$ cat src/rtl/divisor.sv
// Sequential restoring divider: S = A / B, R = A % B, one quotient bit per clock.
// Starts on reset release and holds the result until the next reset. `DIVISOR_DONE_EN adds a done output.
module divisor #(
  parameter int WIDTH = 4
) (
  input  logic             clk,
  input  logic             reset,
  input  logic [WIDTH-1:0] A,
  input  logic [WIDTH-1:0] B,
  output logic [WIDTH-1:0] S,
  output logic [WIDTH-1:0] R
`ifdef DIVISOR_DONE_EN
  ,
  output logic             done
`endif
);

  localparam int CW = (WIDTH > 1) ? $clog2(WIDTH) : 1;

  localparam logic [1:0] LOAD = 2'd0;
  localparam logic [1:0] CALC = 2'd1;
  localparam logic [1:0] DONE = 2'd2;

  logic [1:0]       state_q, state_d;
  logic [WIDTH-1:0] dvd_q, dvd_d;   // dividend, shifted out MSB-first; quotient shifts in at LSB
  logic [WIDTH-1:0] dvs_q, dvs_d;
  logic [WIDTH-1:0] rem_q, rem_d;
  logic [CW-1:0]    cnt_q, cnt_d;
  logic [WIDTH-1:0] s_q, s_d;
  logic [WIDTH-1:0] r_q, r_d;

  // Shifted partial remainder needs one extra bit before the compare.
  logic [WIDTH:0]   rem_sh;
  logic [WIDTH:0]   diff;
  logic             ge;
  logic [WIDTH-1:0] rem_nx;
  logic [WIDTH-1:0] dvd_nx;

  // rem < B always holds before the shift, so the borrow out of the
  // WIDTH+1-bit subtract is exactly the (rem_sh < B) condition.
  assign rem_sh = {rem_q, dvd_q[WIDTH-1]};
  assign diff   = rem_sh - {1'b0, dvs_q};
  assign ge     = ~diff[WIDTH];
  assign rem_nx = ge ? diff[WIDTH-1:0] : rem_sh[WIDTH-1:0];
  assign dvd_nx = {dvd_q[WIDTH-2:0], ge};

  always_comb begin
    state_d = state_q;
    dvd_d   = dvd_q;
    dvs_d   = dvs_q;
    rem_d   = rem_q;
    cnt_d   = cnt_q;
    s_d     = s_q;
    r_d     = r_q;
    case (state_q)
      LOAD: begin
        dvd_d   = A;
        dvs_d   = B;
        rem_d   = '0;
        cnt_d   = CW'(WIDTH - 1);
        state_d = CALC;
      end
      CALC: begin
        dvd_d = dvd_nx;
        rem_d = rem_nx;
        if (cnt_q == '0) begin
          state_d = DONE;
          s_d     = dvd_nx;
          r_d     = rem_nx;
        end else begin
          cnt_d = cnt_q - 1'b1;
        end
      end
      default: ;
    endcase
  end

  always_ff @(posedge clk or negedge reset) begin
    if (!reset) begin
      state_q <= LOAD;
      dvd_q   <= '0;
      dvs_q   <= '0;
      rem_q   <= '0;
      cnt_q   <= '0;
      s_q     <= '0;
      r_q     <= '0;
    end else begin
      state_q <= state_d;
      dvd_q   <= dvd_d;
      dvs_q   <= dvs_d;
      rem_q   <= rem_d;
      cnt_q   <= cnt_d;
      s_q     <= s_d;
      r_q     <= r_d;
    end
  end

  assign S = s_q;
  assign R = r_q;

`ifdef DIVISOR_DONE_EN
  assign done = (state_q == DONE);
`endif

endmodule

$ cat config.mk
export PLATFORM = sky130hd
export DESIGN_NAME = divisor
export DESIGN_NICKNAME = d
export VERILOG_FILES = /design/src/rtl/divisor.sv
export SDC_FILE = /design/constraint.sdc
export NUM_CORES = 1
export LEC_CHECK = 0
export ABC_AREA = 1
export CAP_MARGIN = 20
export CORE_MARGIN = 2
export CORE_UTILIZATION = 56
export CTS_CLUSTER_SIZE = 14
export DETAILED_ROUTE_END_ITERATION = 8
export PLACE_DENSITY = 0.9
export SLEW_MARGIN = 0
export SYNTH_ARGS = -nofsm -noshare
export SYNTH_HDL_FRONTEND = slang
export SYNTH_SLANG_ARGS = --single-unit
$ cat constraint.sdc
create_clock -name clk -period 4.2 [get_ports clk]
set_input_delay 0.84 -clock clk [delete_from_list [all_inputs] [get_ports clk]]
set_output_delay 0.84 -clock clk [all_outputs]
set_load 0.01 [all_outputs]
[Yosys cells after proc, flatten, opt, wreduce, memory -nomap -nowiden]
Cells that the tools add are included.
Operators by class
  add/subtract/negate cells: 2
  multiply operators: 0
  divide/modulo/power cells: 0
  $lt $le $gt $ge: 0
  eq/ne operators: 3
  shift-type cells: 0
  multiplexer cells: 7
  bitwise operators: 1
  reduce and logical (&&, ||, !) cells: 6
Operators with widths (number)
  case mux 4 bit (2 select lines): 2
  case mux 2 bit (2 select lines): 2
  AND reduction 2 bit: 3
  subtractor 5 x 4 -> 5 bit: 1
  logical NOT 2 bit: 2
  two-way mux 2 bit: 2
  two-way mux 4 bit: 1
  != test 2 bit (second input constant): 2
  == test 2 x 1 -> 1 bit (second input constant): 1
  nonzero test 2 bit: 1
  subtractor 2 x 1 -> 2 bit (second input constant): 1
  inverter 1 bit: 1
Word-level totals
  register bits: 24
  bits in latches: 0
  RAM bits: 0
  memory bits (read-only): 0
  input port bits: 10
  output and inout bits: 8
  word-level logic and storage cells: 26
  memories kept: 0

[Longest topological paths before layout]
Gate-level depths: netlist (run 1).
  word-level depth: 3
  depth in mapped cells: 13
  mapped depth without buffers: 13

[Least setup slack after synthesis (run 1)]
OpenSTA, ideal clock, no wires.
  path kind: reg-to-reg
  from: register dvd_q[3]
  to: register rem_q[3]
  library setup time: 0.117 ns
  arrival: 1.536 ns
  data required time: 4.083 ns
  path slack: 2.548 ns
  cell stages (with the launch flop): 13
  buffers on the path: 0
  period minus slack after synthesis: 1.652 ns
  path through: dfrtp_1 > inv_1 > ha_1 > inv_1 > fa_1 > nand2_1 > nand2_2 > nand3b_2 > nand2_4 > nand2_2 > nand2_2 > nand2_1 > nand2_1
Between the ends
  word-level cells in the longest chain between the ends: 3
RTL lines
  start, declared: RTL line 25  | logic [WIDTH-1:0] dvd_q, dvd_d;
  start signal, assigned: RTL line 89  | dvd_q <= dvd_d;
  subtractor 5 x 4 -> 5 bit: RTL line 42  | assign diff = rem_sh - {1'b0, dvs_q};
  two-way mux 4 bit: RTL line 44  | assign rem_nx = ge ? diff[WIDTH-1:0] : rem_sh[WIDTH-1:0];
  case mux 4 bit (2 select lines): RTL line 55  | case (state_q)
  end signal, assigned: RTL line 91  | rem_q <= rem_d;
  end, declared: RTL line 27  | logic [WIDTH-1:0] rem_q, rem_d;
Every way passes these cells.
A chain may end at the register's enable or synchronous reset.

[Worst setup path after layout (run 1)]
  from: register r_q[3] (netlist: R[3])
  to: output port R[3]
RTL lines
  start, declared: RTL line 30  | logic [WIDTH-1:0] r_q, r_d;
  start signal, assigned: RTL line 94  | r_q <= r_d;
  end, declared: RTL line 11  | output logic [WIDTH-1:0] R
No word-level cell between the ends.

==> results.md, run 1 <==
- Slowest stage delay, CP: 540 ps
- Vias per inst: 5.39
- Final wirelength: 2310 um
- DR DRC count: 0
- Yosys warnings: 0
- Startpoint types: register
- Relative slew slack: 0.497
- Worst-Margin Slew: 752 ps
- Crit. End Element: primary output
- Adder-Cell Fraction of Synth Area: 0.0697
- Worst R2R Start: dvd_q[3]$_DFFE_PN0P_
- Cell Rows: 16
- Most frequent cells in the layout: nand2_1 (41), dfrtp_1 (24), clkdlybuf4s50_1 (17), inv_1 (16), nand3_1 (10)
- Post-CTS Setup Repair Bufs: 0
- Critical Path, Cell by Cell: clkdlybuf4s50_1
- Drt pass-1 iters: 4
- Worst EP arrival: 1230 ps
- Core Util, Final: 0.719
- CTS tree: done
- Synth Area in Compound Gates: 0.0771
- Via Count: 981
- Largest net degree at the start of global routing: 25
- Cts repair resizes: 0
- All-Layer GR Usage: 0.211
- Unrepaired setup endpoints after global routing: no
- Mapped Area: 1180 um2
- Count of final max-slew check failures: 0
- Crit path max-delay cell type: clkdlybuf4s50_1
- # diodes: 0
- Synth top area cells: dfrtp_1 (51%), nand2_1 (13%), ha_1 (5.3%), inv_1 (5.1%), nand3_1 (4.2%)
- Power Density: 563 nW/um2
- Status: completed
- RD Place Congestion: roughly 0.83
- Deepest clock path buffer count: 2
- Synth cell types: 22
- Cell class contributing the biggest share of worst-path delay: buffers and inverters
- Clock sinks: 24
- Hold Vio Cnt, Final: 0
- Peak supply drop: ~0.00031 V
- First-pass GRT wire length: 4020 um
- CP Data Required Time: about 3400 ps
- Final min period: 2070 ps
- Clk root buf: clkbuf_4
- Area growth, synth to finish: 20.3%
- CP startpoint: R[3]$_DFFE_PN0P_
- Fill cells: 147
- Die Span Y: 50 um
- I/O Pins: 18
- Syn Area/Cell: 8.71 um2
- Post-Syn Nets: 152
- Final nets: 172
- XOR/XNOR Fraction of Synth Area: 0.00739
- Layout cell share with drive strength beyond 1: 0.110
- Congestion Overflow GR: 0
- Post-DP HPWL: 1740 um
- Vias in the first global route: 921
- Endpoints failing setup: 0
- Commonest non-fill, non-tap cell in the layout: nand2_1
- Synth Instances: ~140
- Antenna violations before repair: 0
- Drt first-iter violations: 35
- Sequential area share after synthesis: 0.507
- Area share of the largest cell type after synthesis: 0.507
- CP max FO: 2
- Setup Total Neg Slack: 0 ps
- H-tree depth: 1
- Max cap viols: 0
- Top cell type by total area after synthesis: dfrtp_1
- Post-Synth Simple-Gate Area: 0.269
- Crit path buf inv count: 1
- TritonCTS buffer count: 3
- Routed Antenna Nets: 0
- Max Freq: 482 MHz
- Multiplexer share of the synthesized area: 0
- Hold Crit Start: R[0]$_DFFE_PN0P_
- Worst-Skew Late Latency: 310 ps
- Width of the die: 50 um
- Largest family of logic cells by synthesized area: simple AND/OR/NAND/NOR gates
- Final cycle utilization of the critical path: 0.494
- Wire per inst: 12.7 um
- Core area: 1980 um2
- Initial core utilization: 0.598
- Clock skew: 4.78 ps
- Die area: 2500 um2
- Leakage power: 0.000714 uW
- Clock slew at reported path FFs: 130 ps
- FF+latch count, synth: 24
- Min-Delay Path Class: register to register
- Hold-fix buffers at CTS: 0
- Setup CP Type: register to primary output
- Buffers added on ports: 17
-- sequential cells by signal, summed over array words and instances, names as in the netlist --
signal   flops
R            4
S            4
dvd_q        4
dvs_q        4
rem_q        4
cnt_q        2
state_q      2
-- routing by layer --
metal  vias up  share of wire  global-route usage
li1        469              -                   -
met1       470           0.43               0.270
met2        36           0.51               0.355
met3         6          0.048              0.0394
met4         0          0.015              0.0694
met5         -              0                   0
-- layout make-up --
type | count | area (um2) | share of cell area
clock buffers | 4 | 36.3 | 0.0255
inverters | 18 | 67.6 | 0.0474
multi-input cells | 91 | 502 | 0.352
flip-flops and latches | 24 | 601 | 0.421
well taps | 27 | 33.8 | 0.0237
repair buffers | 18 | 185 | 0.130
-- worst min-delay path, delay by kind of cell, from the launching register on --
family | cells | cell delay [ps]
DFF | 1 | 360
and+or+nand+nor | 2 | 120
-- cells in the mapped netlist --
cell type / n
nand2_4: 1
buf_2: 3
nand3b_1: 2
nand2_1: 41
nand3b_2: 1
a31oi_1: 1
inv_2: 2
xnor2_1: 1
nand2_2: 6
a21oi_1: 2
or2_4: 1
o21ai_0: 2
dfrtp_1: 24
inv_1: 16
nor2_1: 4
nand3_1: 10
a22oi_1: 4
fa_1: 1
o21ai_1: 7
nor2_4: 1
nor3_1: 1
ha_1: 5
-- where the power goes --
group	switching [uW]	internal, uW
Clock	67.9	53.0
Sequential	40.4	289
Combinational	189	163
Total	297	505
-- logic make-up after synthesis --
family / count (synthesis)
xor+xnor: 1
flops: 24
buf+inv: 21
simple gates: 68
fa+ha+maj: 6
compound gates: 16
-- stage by stage --
stage | cells | hold slack (ps) | setup slack, ps | power, uW | instance area [um2]
after floorplan | 136 | 446 | 2550 | 561 | 1180
after global placement | 177 | 464 | 2100 | 662 | 1370
after detailed placement | 177 | 469 | 2050 | 683 | 1370
after CTS | 181 | 501 | 2110 | 801 | 1410
after global routing | 182 | 506 | 2080 | 863 | 1430
final | 182 | 501 | 2130 | 802 | 1430
-- worst paths after layout --
check | end | depth (start not counted) | slack, ps
min | R[0]$_DFFE_PN0P_ | 2 | 500
max | R[3] | 1 | 2130
min reg2reg | R[0]$_DFFE_PN0P_ | 2 | 500
max in group asynchronous | R[2]$_DFFE_PN0P_ | 2 | 2890
max reg2reg | R[3]$_DFFE_PN0P_ | 12 | 2330
min in group asynchronous | rem_q[2]$_DFFE_PN0P_ | 1 | 850
(Power assumes the default switching activity.)
==> run 2, diff against run 1 <==
- CORE_UTILIZATION: 56 -> 47
- PLACE_DENSITY: 0.9 -> 0.82
- clock period: 4.2 -> 1.75 ns (I/O delays scaled with it)
==> run 2 against run 1 <==
Compared with the run above: the run now ends with negative setup slack left; sequential share of layout area decreased by 3.8 points; clock power increased to 3.3 times the previous value; core utilization decreased by 7.5 points; critical path depth increased by 11; critical endpoint is now R[2]$_DFFE_PN0P_; worst setup slack got worse by 2200 ps; sequential cell count unchanged; combinational power increased to 3.2 times the previous value; design area increased by 10%; register-to-register slack got worse by 2400 ps; non-clock buffer count increased by 4.
==> results.md, run 2 (same netlist as run 1, synthesis figures left out) <==
- Status: finished with violations
- Failing checks: negative setup slack
- Worst R2R Start: dvd_q[3]$_DFFE_PN0P_
- Pwr Total: 2320 uW
- Initial core utilization: 0.487
- Most frequent cells in the layout: nand2_1 (35), dfrtp_1 (24), clkdlybuf4s50_1 (17), inv_1 (14), nand3_1 (8)
- Die Span Y: about 54 um
- Width of the die: roughly 54 um
- Relative slew slack: 0.722
- Routed Antenna Nets: 0
- Drt first-iter violations: 11
- Crit. End Element: register
- Fill cells: 192
- Post-DP HPWL: 1690 um
- Die area: 2940 um2
- First-pass GRT wire length: roughly 3800 um
- Layout cell share with drive strength beyond 1: 0.208
- Crit path max-delay cell type: dfrtp_1
- TritonCTS buffer count: 3
- Core area: around 2400 um2
- H-tree depth: 1
- Largest net degree at the start of global routing: 25
- Hold Slack: 364 ps
- Cell Area, Placed: 1390 um2
- Area growth, synth to finish: 32.3%
- Max Freq: 561 MHz
- R2r setup slk: -30 ps
- Via Count: 941
- Final wirelength: 2380 um
- Count of final max-slew check failures: 0
- Drt pass-1 iters: 4
- CP max FO: 6
- Clk root buf: clkbuf_4
- Worst-Skew Late Latency: 320 ps
- Vias per inst: 4.98
- Clock sinks: 24
- Unrepaired setup endpoints after global routing: yes
- All-Layer GR Usage: 0.183
- DR DRC count: 0
- Clock slew at reported path FFs: roughly 130 ps
- Final nets: 176
- RD Place Congestion: 0.946
- Endpoints failing setup: 9
- Startpoint types: register
- Deepest clock path buffer count: 2
- Min-Delay Path Class: primary input to asynchronous set/reset pin
- Vias in the first global route: 878
- RR Endpoint: R[2]$_DFFE_PN0P_
- Worst EP arrival: around 2000 ps
- Antenna violations before repair: 0
- CTS tree: done
- Core Util, Final: 0.645
- Worst setup margin: -32.0 ps
- Clock skew: 9.32 ps
- Pre-CTS setup slack: -38.1 ps
- # diodes: 0
- Hold Vio Cnt, Final: 0
- Power Density: 1480 nW/um2
- Peak supply drop: 0.000904 V
- Crit path buf inv count: 2
- Critical Path, Cell by Cell: inv_2, ha_4, inv_2, fa_2, nand2_2, nand2_4, nand2_4, nand2_8, nand2_8, nand2_2, nand3_1, nand2_1
- Wire per inst: 12.6 um
- Final Cell Area: 1570 um2
- Hold-fix buffers at CTS: 0
- Congestion Overflow GR: 0
- Worst-Margin Slew: just over 400 ps
- Commonest non-fill, non-tap cell in the layout: nand2_1
- Buffers added on ports: 17
- Worst-case reg-to-reg path depth: 12
- Leakage power: 0.000775 uW
- Slowest stage delay, CP: about 420 ps
- Cell class contributing the biggest share of worst-path delay: simple AND/OR/NAND/NOR gates
- I/O Pins: 18
- Cell Rows: 18
- Max cap viols: 0
- Final cycle utilization of the critical path: 1.02
- Setup CP Type: register to register
- Final min period: approximately 1800 ps
- CP Data Required Time: 1980 ps
[run 2: cell types whose count changed in the layout (fill, tap and decap cells not counted), moves of 2 or more]
cell / delta
nand2_1: -6
buf_4: +4
nand2_4: +4
inv_1: -2
inv_2: +2
nand2_8: +2
nand3_1: -2
nand3_2: +2
[run 2: worst max-delay path by stage]
stage | from | to | slack (ps) | cells after the start
2_1_floorplan | dvd_q[3]$_DFFE_PN0P_ | rem_q[3]$_DFFE_PN0P_ | 100 | 12
3_3_place_gp | dvd_q[3]$_DFFE_PN0P_ | rem_q[3]$_DFFE_PN0P_ | 40 | 12
3_5_place_dp | dvd_q[3]$_DFFE_PN0P_ | rem_q[3]$_DFFE_PN0P_ | -40 | 12
4_1_cts | dvd_q[3]$_DFFE_PN0P_ | R[1]$_DFFE_PN0P_ | 5 | 12
5_1_grt | dvd_q[3]$_DFFE_PN0P_ | rem_q[3]$_DFFE_PN0P_ | -120 | 13
6_report | dvd_q[3]$_DFFE_PN0P_ | R[2]$_DFFE_PN0P_ | -30 | 12
[run 2: layout make-up]
| class | instances | area [um2] | share of cell area |
|---|---|---|---|
| clock buffers | 3 | 22.5 | 0.0144 |
| clock inverters | 1 | 30.0 | 0.0192 |
| inverters | 18 | 67.6 | 0.0431 |
| multi-input cells | 91 | 598 | 0.381 |
| flip-flops and latches | 24 | 601 | 0.383 |
| well taps | 30 | 37.5 | 0.0239 |
| repair buffers | 22 | 211 | 0.135 |
[run 2: through the flow]
step,std cells,setup TNS [ps]
2_1_floorplan,136,0
3_3_place_gp,182,0
3_5_place_dp,182,-200
4_1_cts,187,0
5_1_grt,189,-862
6_report,189,-175
[run 2: worst reg2reg max path, cell delays in order (launching register included)]
cell	delay [ps]
dfrtp_1	420
inv_2	80
ha_4	120
inv_2	40
fa_2	410
nand2_2	100
nand2_4	70
nand2_4	100
nand2_8	70
nand2_8	100
nand2_2	70
nand3_1	70
nand2_1	50
[run 2: metal layers]
layer	wire length, um	global-route usage
met1	1080	0.247
met2	1190	0.289
met3	65	0.0246
met4	42	0.0875
met5	0	0
[run 2: where the power goes]
group	leakage, uW	total, uW	switching [uW]	internal, uW
logic	0.000457	1110	593	518
registers	0.000290	808	114	694
clock network	0.0000279	399	167	232
total	0.000775	2320	873	1440
[run 2: timing repair]
item | CTS | global route
cloned | 0 | 0
pin swaps | 1 | 10
endpoints found under the setup margin | 8 | 9
setup buffers | 1 | 2
resized for setup | 3 | 20
hold endpoints to repair | 0 | 0
==> run 3, diff against run 2 <==
- CTS_CLUSTER_DIAMETER: default -> 60
- RECOVER_POWER: default -> 50
==> run 3 against run 2 <==
Compared with the run above: the run still ends with negative setup slack left; total power is essentially flat; clock-buffer cell count is the same; die area is the same; non-clock buffer count is the same; wire length shrank 0.17%; largest power group unchanged; sequential share of layout area grew 0.061 points; sequential cell count is the same; final cell count is the same; global-route usage is the same.
==> results.md, run 3 (same netlist as run 1, synthesis figures left out) <==
- Antenna violations before repair: 0
- Max cap viols: 0
- Vias per inst: 4.99
- Setup CP Type: register to register
- Count of final max-slew check failures: 0
- Fill cells: approximately 190
- Startpoint types: register
- Worst-Skew Late Latency: 320 ps
- Hold Vio Cnt, Final: 0
- Die area: ~3000 um2
- Combinational fraction of design power: 0.479
- Drt first-iter violations: 11
- Failing checks: negative setup slack
- CP max FO: 6
- Clock sinks: 24
- R2r setup slk: -30 ps
- Switching part of the total: 0.377
- Cell Int Power: 1440 uW
- Deepest clock path buffer count: 2
- All-Layer GR Usage: 0.183
- Relative slew slack: 0.609
- H-tree depth: 1
- Crit path max-delay cell type: dfrtp_1
- Clk root buf: clkbuf_4
- Worst-Margin Slew: between 500 and 600 ps
- Most frequent cells in the layout: nand2_1 (35), dfrtp_1 (24), clkdlybuf4s50_1 (16), inv_1 (14), nand3_1 (8)
- Worst EP arrival: 2010 ps
- Post-DP HPWL: ~1700 um
- # diodes: 0
- Seq pwr share: 0.349
- Crit. End Element: register
- Via Count: 943
- Drt pass-1 iters: 4
- Layout cell share with drive strength beyond 1: 0.208
- Area growth, synth to finish: 32.1%
- Max Freq: 561 MHz
- Vias in the first global route: 878
- Peak supply drop: 0.000904 V
- Clock skew: 9.32 ps
- Wire per inst: around 13 um
- Critical Path, Cell by Cell: inv_2, ha_4, inv_2, fa_2, nand2_2, nand2_4, nand2_4, nand2_8, nand2_8, nand2_2, nand3_1, nand2_1
- Final nets: 176
- Clock power frac: 0.172
- Initial core utilization: 0.487
- Clock slew at reported path FFs: 130 ps
- Final min period: 1780 ps
- Unrepaired setup endpoints after global routing: yes
- Placed cell count: around 180
- Endpoints failing setup: 9
- Worst R2R Start: dvd_q[3]$_DFFE_PN0P_
- Cell Rows: 18
- Leakage power: 0.000775 uW
- I/O Pins: 18
- Buffers added on ports: 17
- Final std cells w/o fill: 189
- Core Util, Final: 0.644
- DR DRC count: 0
- Pre-CTS setup slack: -38.1 ps
- Commonest non-fill, non-tap cell in the layout: nand2_1
- Setup Total Neg Slack: -175 ps
- Status: finished with violations
- Final wirelength: 2370 um
- CP Data Required Time: 1980 ps
- P_sw: 873 uW
- Final cycle utilization of the critical path: 1.02
- Width of the die: 54.2 um
- TritonCTS buffer count: 3
- Slowest stage delay, CP: 420 ps
- Congestion Overflow GR: 0
- CP startpoint: dvd_q[3]$_DFFE_PN0P_
- Core area: roughly 2400 um2
- Die Span Y: 54.2 um
- Hold Crit Start: R[3]$_DFFE_PN0P_
- RD Place Congestion: 0.946
- Min-Delay Path Class: register to register
- Power Density: 1480 nW/um2
- Worst setup margin: -32.0 ps
- CTS tree: done
- First-pass GRT wire length: 3840 um
- Largest net degree at the start of global routing: 25
- Routed Antenna Nets: 0
==> run 3: through the flow <==
step / power (uW) / hold WS (ps) / cell area (um2)
6_report: 2320 / 494 / 1570
5_1_grt: 2470 / 514 / 1570
4_1_cts: 2100 / 372 / 1470
3_5_place_dp: 1630 / 465 / 1390
3_3_place_gp: 1590 / 463 / 1390
2_1_floorplan: 1350 / 54.4 / 1180
==> run 3: timing repair <==
item,CTS,global route
pin swaps,1,10
setup buffers,1,2
gates cloned,0,0
endpoints found under the hold margin,0,0
hold buffers,0,0
gates resized for setup,3,20
endpoints found under the setup margin,8,9
==> run 3: layer usage <==
layer,global-route usage,share of wire,up-vias
met4,0.0875,0.018,0
met5,0,0,-
met1,0.247,0.45,443
met3,0.0246,0.027,5
li1,-,-,479
met2,0.289,0.50,16
==> run 3: final cells by class <==
class                           instances  area [um2]  share of cell area
Sequential cell                        24         601               0.384
Multi-Input combinational cell         91         598               0.382
Timing Repair Buffer                   22         209               0.133
Inverter                               18        67.6              0.0432
Tap cell                               30        37.5              0.0240
Clock inverter                          1        30.0              0.0192
Clock buffer                            3        22.5              0.0144
==> run 3: worst paths after layout <==
check,endpoint,cells after the start
min in group asynchronous,rem_q[3]$_DFFE_PN0P_,2
min,R[3]$_DFFE_PN0P_,2
max reg2reg,R[2]$_DFFE_PN0P_,12
max in group asynchronous,rem_q[2]$_DFFE_PN0P_,2
min reg2reg,R[3]$_DFFE_PN0P_,2
max,R[2]$_DFFE_PN0P_,12
==> run 3: critical path: cells and delay by family, from the launching register on <==
family                     cells  cell delay, ps
buffers and inverters          2             120
adders and majority gates      2             530
and+or+nand+nor                8             630
DFF                            1             420
==> run 3: power groups by stage <==
| stage | Sequential (uW) | Clock, uW | Combinational [uW] |
|---|---|---|---|
| after floorplan | 817 | 0 | 531 |
| after global placement | 799 | 0 | 794 |
| after detailed placement | 802 | 0 | 830 |
| after CTS | 796 | 404 | 895 |
| after global routing | 824 | 438 | 1210 |
| final | 807 | 399 | 1110 |
